==> src/rtl/cpu_pkg.sv <==
// Shared encodings and control types for the single-cycle MIPS-subset core.
package cpu_pkg;

  localparam logic [5:0] OP_RTYPE = 6'h00;
  localparam logic [5:0] OP_ADDI  = 6'h08;
  localparam logic [5:0] OP_LW    = 6'h23;
  localparam logic [5:0] OP_SW    = 6'h2B;
  localparam logic [5:0] OP_BEQ   = 6'h04;
  localparam logic [5:0] OP_J     = 6'h02;

  localparam logic [5:0] FN_ADD = 6'h20;
  localparam logic [5:0] FN_SUB = 6'h22;
  localparam logic [5:0] FN_AND = 6'h24;
  localparam logic [5:0] FN_OR  = 6'h25;
  localparam logic [5:0] FN_SLT = 6'h2A;

  typedef enum logic [2:0] {ALU_ADD, ALU_SUB, ALU_AND, ALU_OR, ALU_SLT} alu_op_e;

  typedef struct packed {
    logic    reg_write;
    logic    reg_dst_rd;
    logic    alu_src_imm;
    logic    mem_read;
    logic    mem_write;
    logic    branch;
    logic    jump;
    alu_op_e alu_op;
  } ctrl_t;

  function automatic logic [31:0] sext16(input logic [15:0] imm);
    return {{16{imm[15]}}, imm};
  endfunction

endpackage

==> src/rtl/cpu_regfile.sv <==
// 32x32 register file: two combinational read ports, one write port, r0 hardwired to zero.
module cpu_regfile (
  input  logic        clk,
  input  logic        rst,
  input  logic [4:0]  ra1,
  input  logic [4:0]  ra2,
  input  logic        we,
  input  logic [4:0]  wa,
  input  logic [31:0] wd,
  output logic [31:0] rd1,
  output logic [31:0] rd2
);

  logic [31:0][31:0] regs;

  always_ff @(posedge clk or posedge rst) begin
    if (rst)                   regs     <= '0;
    else if (we && wa != 5'd0) regs[wa] <= wd;
  end

  assign rd1 = (ra1 == 5'd0) ? 32'd0 : regs[ra1];
  assign rd2 = (ra2 == 5'd0) ? 32'd0 : regs[ra2];

endmodule

==> src/rtl/cpu.sv <==
// Single-cycle MIPS-subset core: decode, ALU and next-PC are combinational; PC and
// register file update on the rising edge.
module cpu
  import cpu_pkg::*;
#(
  parameter logic [31:0] RESET_PC = 32'h0000_0000
) (
  input  logic        clk,
  input  logic        rst,
  output logic [31:0] instruction_addr,
  input  logic [31:0] instruction,
  output logic [31:0] data_addr,
  input  logic [31:0] data_in,
  output logic [31:0] data_out,
  output logic        mem_read,
  output logic        mem_write
);

  logic [31:0] pc, pc_plus4, next_pc;
  logic [31:0] rs_val, rt_val, imm_ext, alu_b, alu_y, wd;
  logic [5:0]  op, funct;
  logic [4:0]  rs, rt, rd, wa;
  logic        unused_shamt;
  ctrl_t       ctrl;

  assign op           = instruction[31:26];
  assign rs           = instruction[25:21];
  assign rt           = instruction[20:16];
  assign rd           = instruction[15:11];
  assign funct        = instruction[5:0];
  assign unused_shamt = ^instruction[10:6];
  assign imm_ext      = sext16(instruction[15:0]);

  always_comb begin
    ctrl        = '0;
    ctrl.alu_op = ALU_ADD;
    case (op)
      OP_RTYPE: begin
        ctrl.reg_write  = 1'b1;
        ctrl.reg_dst_rd = 1'b1;
        case (funct)
          FN_ADD:  ctrl.alu_op = ALU_ADD;
          FN_SUB:  ctrl.alu_op = ALU_SUB;
          FN_AND:  ctrl.alu_op = ALU_AND;
          FN_OR:   ctrl.alu_op = ALU_OR;
          FN_SLT:  ctrl.alu_op = ALU_SLT;
          default: ctrl.reg_write = 1'b0;
        endcase
      end
      OP_ADDI: begin
        ctrl.reg_write   = 1'b1;
        ctrl.alu_src_imm = 1'b1;
      end
      OP_LW: begin
        ctrl.reg_write   = 1'b1;
        ctrl.alu_src_imm = 1'b1;
        ctrl.mem_read    = 1'b1;
      end
      OP_SW: begin
        ctrl.alu_src_imm = 1'b1;
        ctrl.mem_write   = 1'b1;
      end
      OP_BEQ:  ctrl.branch = 1'b1;
      OP_J:    ctrl.jump   = 1'b1;
      default: ;
    endcase
  end

  assign alu_b = ctrl.alu_src_imm ? imm_ext : rt_val;

  always_comb begin
    alu_y = rs_val + alu_b;
    case (ctrl.alu_op)
      ALU_SUB: alu_y = rs_val - alu_b;
      ALU_AND: alu_y = rs_val & alu_b;
      ALU_OR:  alu_y = rs_val | alu_b;
      ALU_SLT: alu_y = {31'd0, $signed(rs_val) < $signed(alu_b)};
      default: ;
    endcase
  end

  assign pc_plus4 = pc + 32'd4;

  always_comb begin
    next_pc = pc_plus4;
    if (ctrl.jump)
      next_pc = {pc_plus4[31:28], instruction[25:0], 2'b00};
    else if (ctrl.branch && rs_val == rt_val)
      next_pc = pc_plus4 + {imm_ext[29:0], 2'b00};
  end

  assign wa = ctrl.reg_dst_rd ? rd : rt;
  assign wd = ctrl.mem_read ? data_in : alu_y;

  // Gating with rst keeps an edge during reset from committing anything.
  cpu_regfile u_regfile (
    .clk (clk),
    .rst (rst),
    .ra1 (rs),
    .ra2 (rt),
    .we  (ctrl.reg_write & ~rst),
    .wa  (wa),
    .wd  (wd),
    .rd1 (rs_val),
    .rd2 (rt_val)
  );

  always_ff @(posedge clk or posedge rst) begin
    if (rst) pc <= RESET_PC;
    else     pc <= next_pc;
  end

  assign instruction_addr = pc;
  assign data_addr        = alu_y;
  assign data_out         = rt_val;
  assign mem_read         = ctrl.mem_read & ~rst;
  assign mem_write        = ctrl.mem_write & ~rst;

endmodule

==> config.mk <==
export PLATFORM = sky130hd
export DESIGN_NAME = cpu
export DESIGN_NICKNAME = d
export VERILOG_FILES = /design/src/rtl/cpu_pkg.sv /design/src/rtl/cpu_regfile.sv /design/src/rtl/cpu.sv
export SDC_FILE = /design/constraint.sdc
export NUM_CORES = 2
export LEC_CHECK = 0
export CAP_MARGIN = 5
export CELL_PAD_IN_SITES_DETAIL_PLACEMENT = 0
export CELL_PAD_IN_SITES_GLOBAL_PLACEMENT = 1
export CORE_UTILIZATION = 25
export DETAILED_ROUTE_END_ITERATION = 10
export GPL_TIMING_DRIVEN = 1
export HOLD_SLACK_MARGIN = 0.15
export MAX_ROUTING_LAYER = met4
export PLACE_DENSITY = 0.45
export SYNTH_ARGS = -nofsm -noshare
export SYNTH_HDL_FRONTEND = slang
export SYNTH_SLANG_ARGS = --single-unit
==> constraint.sdc <==
create_clock -name clk -period 34 [get_ports clk]
set_input_delay 3.4 -clock clk [delete_from_list [all_inputs] [get_ports clk]]
set_output_delay 3.4 -clock clk [all_outputs]
set_load 0.03 [all_outputs]
After elaboration in Yosys (flattened, before gate mapping)
Index checks and enable logic that the tools add are counted.

Register bits after elaboration: 1056.

Reduce and logical (&&, ||, !) cells: 10. Bitwise operators: 6. Add/subtract/negate cells: 4. Mux-type cells: 25. Equality and inequality tests: 15. $lt $le $gt $ge: 5.

Operators with widths (count): bitwise mux 1024 bit (1); binary-select mux 32 bit (select 5 bit) (2); two-way mux 32 bit (9); demux 32 bit (select 5 bit) (1); one-hot mux 32 bit (4 select lines) (1); adder 32 bit (2); == test 6 bit, second input constant (7); adder 32 x 3 -> 32 bit, second input constant (1); AND 32 bit (1); == test 32 bit (1); < comparator 32 bit (1); bitwise OR 32 bit (1); subtractor 32 bit (1); < comparator 5 x 6 -> 1 bit, second input constant (3); one-hot mux 3 bit (4 select lines) (1); logical NOT 5 bit (2); two-way mux 1 bit (7); == test 3 x 2 -> 1 bit, second input constant (2); == test 6 x 2 -> 1 bit, second input constant (1); == test 6 x 3 -> 1 bit, second input constant (1); == test 6 x 4 -> 1 bit, second input constant (1); logical NOT 6 bit (1); >= comparator 5 x 1 -> 1 bit, second input constant (1); two-way mux 5 bit (1); other kinds (11) (15).

Depth between registers and ports, before layout
Depth after elaboration: 8. Depth in mapped cells: 30. Mapped depth without buffers: 21.

By module
From an unflattened synthesis, not the netlist that was laid out.

Cell total of the unflattened synthesis: 4966. Area, all modules: 63642.3 um^2.

By module, submodules not included: cpu_regfile (instances 1, area an instance 54389.7 um^2, seq. area each 25624.6 um^2, cells each 3663); cpu (instances 1, area an instance 9252.6 um^2, seq. area each 750.7 um^2, cells each 1303).

Worst setup path after synthesis
OpenSTA, ideal clock, no wires.

Path type: input to register. From: input rst. To: register u_regfile.regs[744] (netlist bit). Data arrival time: 32.187 ns. Data required time: 33.875 ns. Cell stages on the path: 8. Library setup time: 0.125 ns. Slack: 1.688 ns. Cells stage by stage: inv_1 o21ai_0 a21oi_1 clkbuf_1 nand2_1 clkbuf_1 clkbuf_1 mux2_2.

Cells in the longest elaborated chain, start to end: 3.

RTL lines: start: declaration (line cpu.sv:9) `input logic rst,`; inverter 1 bit (line cpu.sv:101) `.we (ctrl.reg_write & ~rst),`; AND 1 bit (line cpu.sv:101); logical AND 1 bit (line cpu_regfile.sv:18) `else if (we && wa != 5'd0) regs[wa] <= wd;`; end signal: indexed assignment (line cpu_regfile.sv:18); end: declaration (line cpu_regfile.sv:14) `logic [31:0][31:0] regs;`.

No other way between the ends. A chain may end at the register's enable or synchronous reset.

Final worst setup path
From: input instruction[17]. To: output data_addr[30].

Cells in the longest elaborated chain, start to end: 6.

RTL lines: start: declaration (line cpu.sv:11) `input logic [31:0] instruction,`; binary-select mux 32 bit (select 5 bit) (line cpu_regfile.sv:22) `assign rd2 = (ra2 == 5'd0) ? 32'd0 : regs[ra2];`; two-way mux 32 bit (implied by the code) (line cpu_regfile.sv:22); two-way mux 32 bit (*) (line cpu_regfile.sv:22); two-way mux 32 bit (*) (line cpu.sv:69) `assign alu_b = ctrl.alu_src_imm ? imm_ext : rt_val;`; adder 32 bit, or another cell as far along (line cpu.sv:72) `alu_y = rs_val + alu_b;`; one-hot mux 32 bit (4 select lines) (*) (line cpu.sv:73) `case (ctrl.alu_op)`; end: declaration (line cpu.sv:12) `output logic [31:0] data_addr,`.

Mark *: on every way between the ends. The rest lies on a longest branch, timed or not. The select of a mux whose other input is x is not followed.

==> metrics.md <==
| Metric | Value |
|---|---|
| Hold EP | u_regfile.regs[8] |
| PnR worst setup slack | 18.57 ns |
| Skew-Pair Late Insertion Delay | 0.82 ns |
| Max H-tree Level | 3 |
| Post-route cell area | 72,600 sq um |
| Final #Nets | 5,930 |
| FP Rows | 185 |
| Remaining Overflow, GRT | 0 |
| Vias per cell | 5.28 |
| # Post-CTS Setup Buffers | 0 |
| Critical hold path startpoint | u_regfile.regs[8] |
| Final worst path period need | 15.43 ns |
| Syn Std Cell Area | 63,800 sq um |
| Core area | 254,000 sq um |
| Worst hold path type | flip-flop to flip-flop |
| Largest family of logic cells by synthesized area | multiplexers |
| Largest net degree at the start of global routing | 157 |
| Vias in the first global route | 48,967 |
| Compound-gate portion of the synthesized area | 14.0% |
| Flop2flop setup slack | 27.70 ns |
| DP HPWL | 178 mm |
| Critical Path Start Type | input pin |
| Post-synthesis simple-gate area fraction | 10.5% |
| Worst r2r dst | u_regfile.regs[922] |
| Mux share of post-synthesis cell area | 25.6% |
| Chip width | 507 um |
| Reg2Reg Depth | 19 |
| Critical Path Fanout Max | 51 |
| Post-CTS Hold Buffers | 0 |
| Syn Inst Count | 5,892 |
| Status | completed |
| Async set-reset flop share out of synthesis | 100% |
| Root Buffer | clkbuf_16 |
| Worst hold slack | 0.381 ns |
| Leakage | 30.8 nW |
| RSZ-0062 raised after global routing | no |
| Normalized max-slew margin | 16.4% |
| Clk pin slew, worst setup/hold paths | 0.06 ns |
| Post-Synth Adder-Cell Area | 2.04% |
| Initial antenna violation count | 11 |
| Worst setup EP type | output port |
| Register area share after synthesis | 41.4% |
| Die Ht | 507 um |
| WP data arrival | 12.03 ns |
| Max-cap violations | 0 |
| Seq cells post-synth | 1,054 |
| Min-Delay Path Depth | 0 |
| EDFF count, synth | 0 |
| Drt first pass iters | 7 |
| Yosys warns | 0 |
| Setup Skew | 0.0491 ns |
| Gpl congestion | 0.926 |
| Most common cell after layout, fill and taps aside | dfrtp_1 |
| Setup TNS | 0 ns |
| Ys flop type | dfrtp_1 |
| Max-slew violations | 0 |
| Residual DRC | 0 |
| Full die area | 257,000 sq um |
| Setup WS pre-CTS | 18.60 ns |
| Final count of negative-setup-slack endpoints | 0 |
| WL final | 278 mm |
| Routed WL per cell | 30.1 um |
| Yosys cell types | 116 |
| # IOs | 164 |
| CTS buffer count | 120 |
| Avg Cell Area, Syn | 10.8 sq um |
| Final Hold Viols | 0 |
| TritonCTS clock tree | done |
| Port buffer count | 161 |
| Residual antenna-violating net count after detailed routing | 0 |
| Gr usage total | 22.1% |
| Initial Util | 25.1% |
| First-pass GRT wire length | 395 mm |
| Peak supply drop | 0.0000407 V |
| Synth Area in XOR/XNOR | 1.43% |
| Setup CP Type | input pin to output port |
| Peak Freq | 64.8 MHz |
| CP Data Required Time | 30.60 ns |
| Actual slew at the worst max-slew pin | 1.25 ns |
| Final worst-path cycle share | 45.4% |
| Layout cells sized above 1 | 22.5% |
| Max Buffers Root-to-Sink | 3 |
| Via count | 48,740 |
| # clock sinks | 1,054 |
| DRT iter0 DRCs | 3,897 |
| PwrDens | 44.8 nW/um^2 |
| Area grow syn2layout | 13.8% |
| Post-DP Area | 68,500 sq um |
| Most frequent cells in the layout | dfrtp_1, nand2_1, o21ai_0 |
| Post-CTS Resized | 0 |
| RR Startpoint | u_regfile.regs[608] |
-- cell families (layout without fill, tap and decap cells) --
logic type / after synthesis / in the layout
flip-flops: 1054 / 1054
multiplexers: 964 / 964
adder cells (fa/ha/maj): 102 / 102
buffers and inverters: 681 / 654
AO/OA/AOI/OAI: 1425 / 1425
other: 1 / 5
XOR/XNOR: 104 / 104
AND/OR/NAND/NOR: 1561 / 1561
-- critical path, stage by stage --
cell,delay [ns]
buf_8,0.37
buf_4,0.46
buf_4,0.76
buf_4,0.80
mux4_2,0.41
mux4_2,0.47
mux2i_1,0.37
nor3_1,0.09
a21o_1,0.20
ha_1,0.24
fa_1,0.55
a21oi_1,0.17
a22o_1,0.23
or4b_1,0.49
o211ai_2,0.18
a31oi_4,0.16
o21bai_4,0.23
a211o_2,0.27
nand2_1,0.15
o41ai_1,0.45
xor2_1,0.11
o21ai_0,0.54
clkdlybuf4s50_1,0.79
-- registers in the layout, summed over array words and instances (netlist names) --
register,cells
u_regfile.regs,1024
instruction_addr,30
-- stage by stage --
| step | std cells | utilization (%) | power, mW |
|---|---|---|---|
| 3_3_place_gp | 9005 | 27.0 | 1.90 |
| 3_5_place_dp | 9006 | 27.0 | 1.90 |
| 2_1_floorplan | 5893 | - | 1.69 |
| 4_1_cts | 9232 | 28.6 | 3.30 |
| 5_1_grt | 9233 | 28.6 | 3.38 |
| 6_report | 9235 | 28.6 | 3.25 |
-- per-layer routing --
layer  share of wire, %  up-vias  GRT usage [%]
met5                  0        -              -
met4                2.5        0           5.56
met3                4.3      333           2.42
met2                 45     1380           33.9
met1                 48    25666           31.0
li1                   -    21361              -
-- cell type report --
cell class                 instances  area (sq um)
inverter                          98           375
fill                           26255        181000
timing repair buffer             330          2930
clock buffer                     188          3580
sequential                      1054         26400
tap                             3366          4210
multi-input combinational       4158         34600
antenna                            3          7.51
clock inverter                    38           495
-- cells in the mapped netlist, types with 31 or more instances --
master	count	share of area, %
dfrtp_1	1054	41
nand2_1	926	5.5
o21ai_0	673	5.3
mux4_2	505	18
clkbuf_1	402	2.4
nor2_1	307	1.8
mux2_2	259	4.6
a21oi_1	217	1.7
mux2i_1	196	3.1
ha_1	99	1.9
inv_1	96	0.57
nand3_1	85	0.67
buf_2	75	0.59
a22oi_1	74	0.87
xnor2_1	57	0.78
nor3_1	51	0.40
a22o_1	48	0.66
o21ai_1	47	0.37
xor2_1	47	0.65
buf_6	42	0.74
o31ai_1	42	0.49
o22ai_1	35	0.34
a31oi_1	34	0.33
o221ai_2	31	0.73
-- how the worst max path moves through the flow --
stage,startpoint,cells past startpoint,end
after floorplan,rst,1,instruction_addr[10]
final,instruction[17],23,data_addr[30]
after global placement,instruction[17],24,data_addr[24]
after CTS,instruction[17],24,data_addr[24]
after detailed placement,instruction[17],24,data_addr[24]
after global routing,instruction[17],23,data_addr[30]
-- report_power, final --
part / switching (mW) / internal [mW]
clock: 0.592 / 0.790
combinational: 0.381 / 0.191
sequential: 0.0232 / 1.28
No activity file was read; power rests on OpenSTA's default activity.
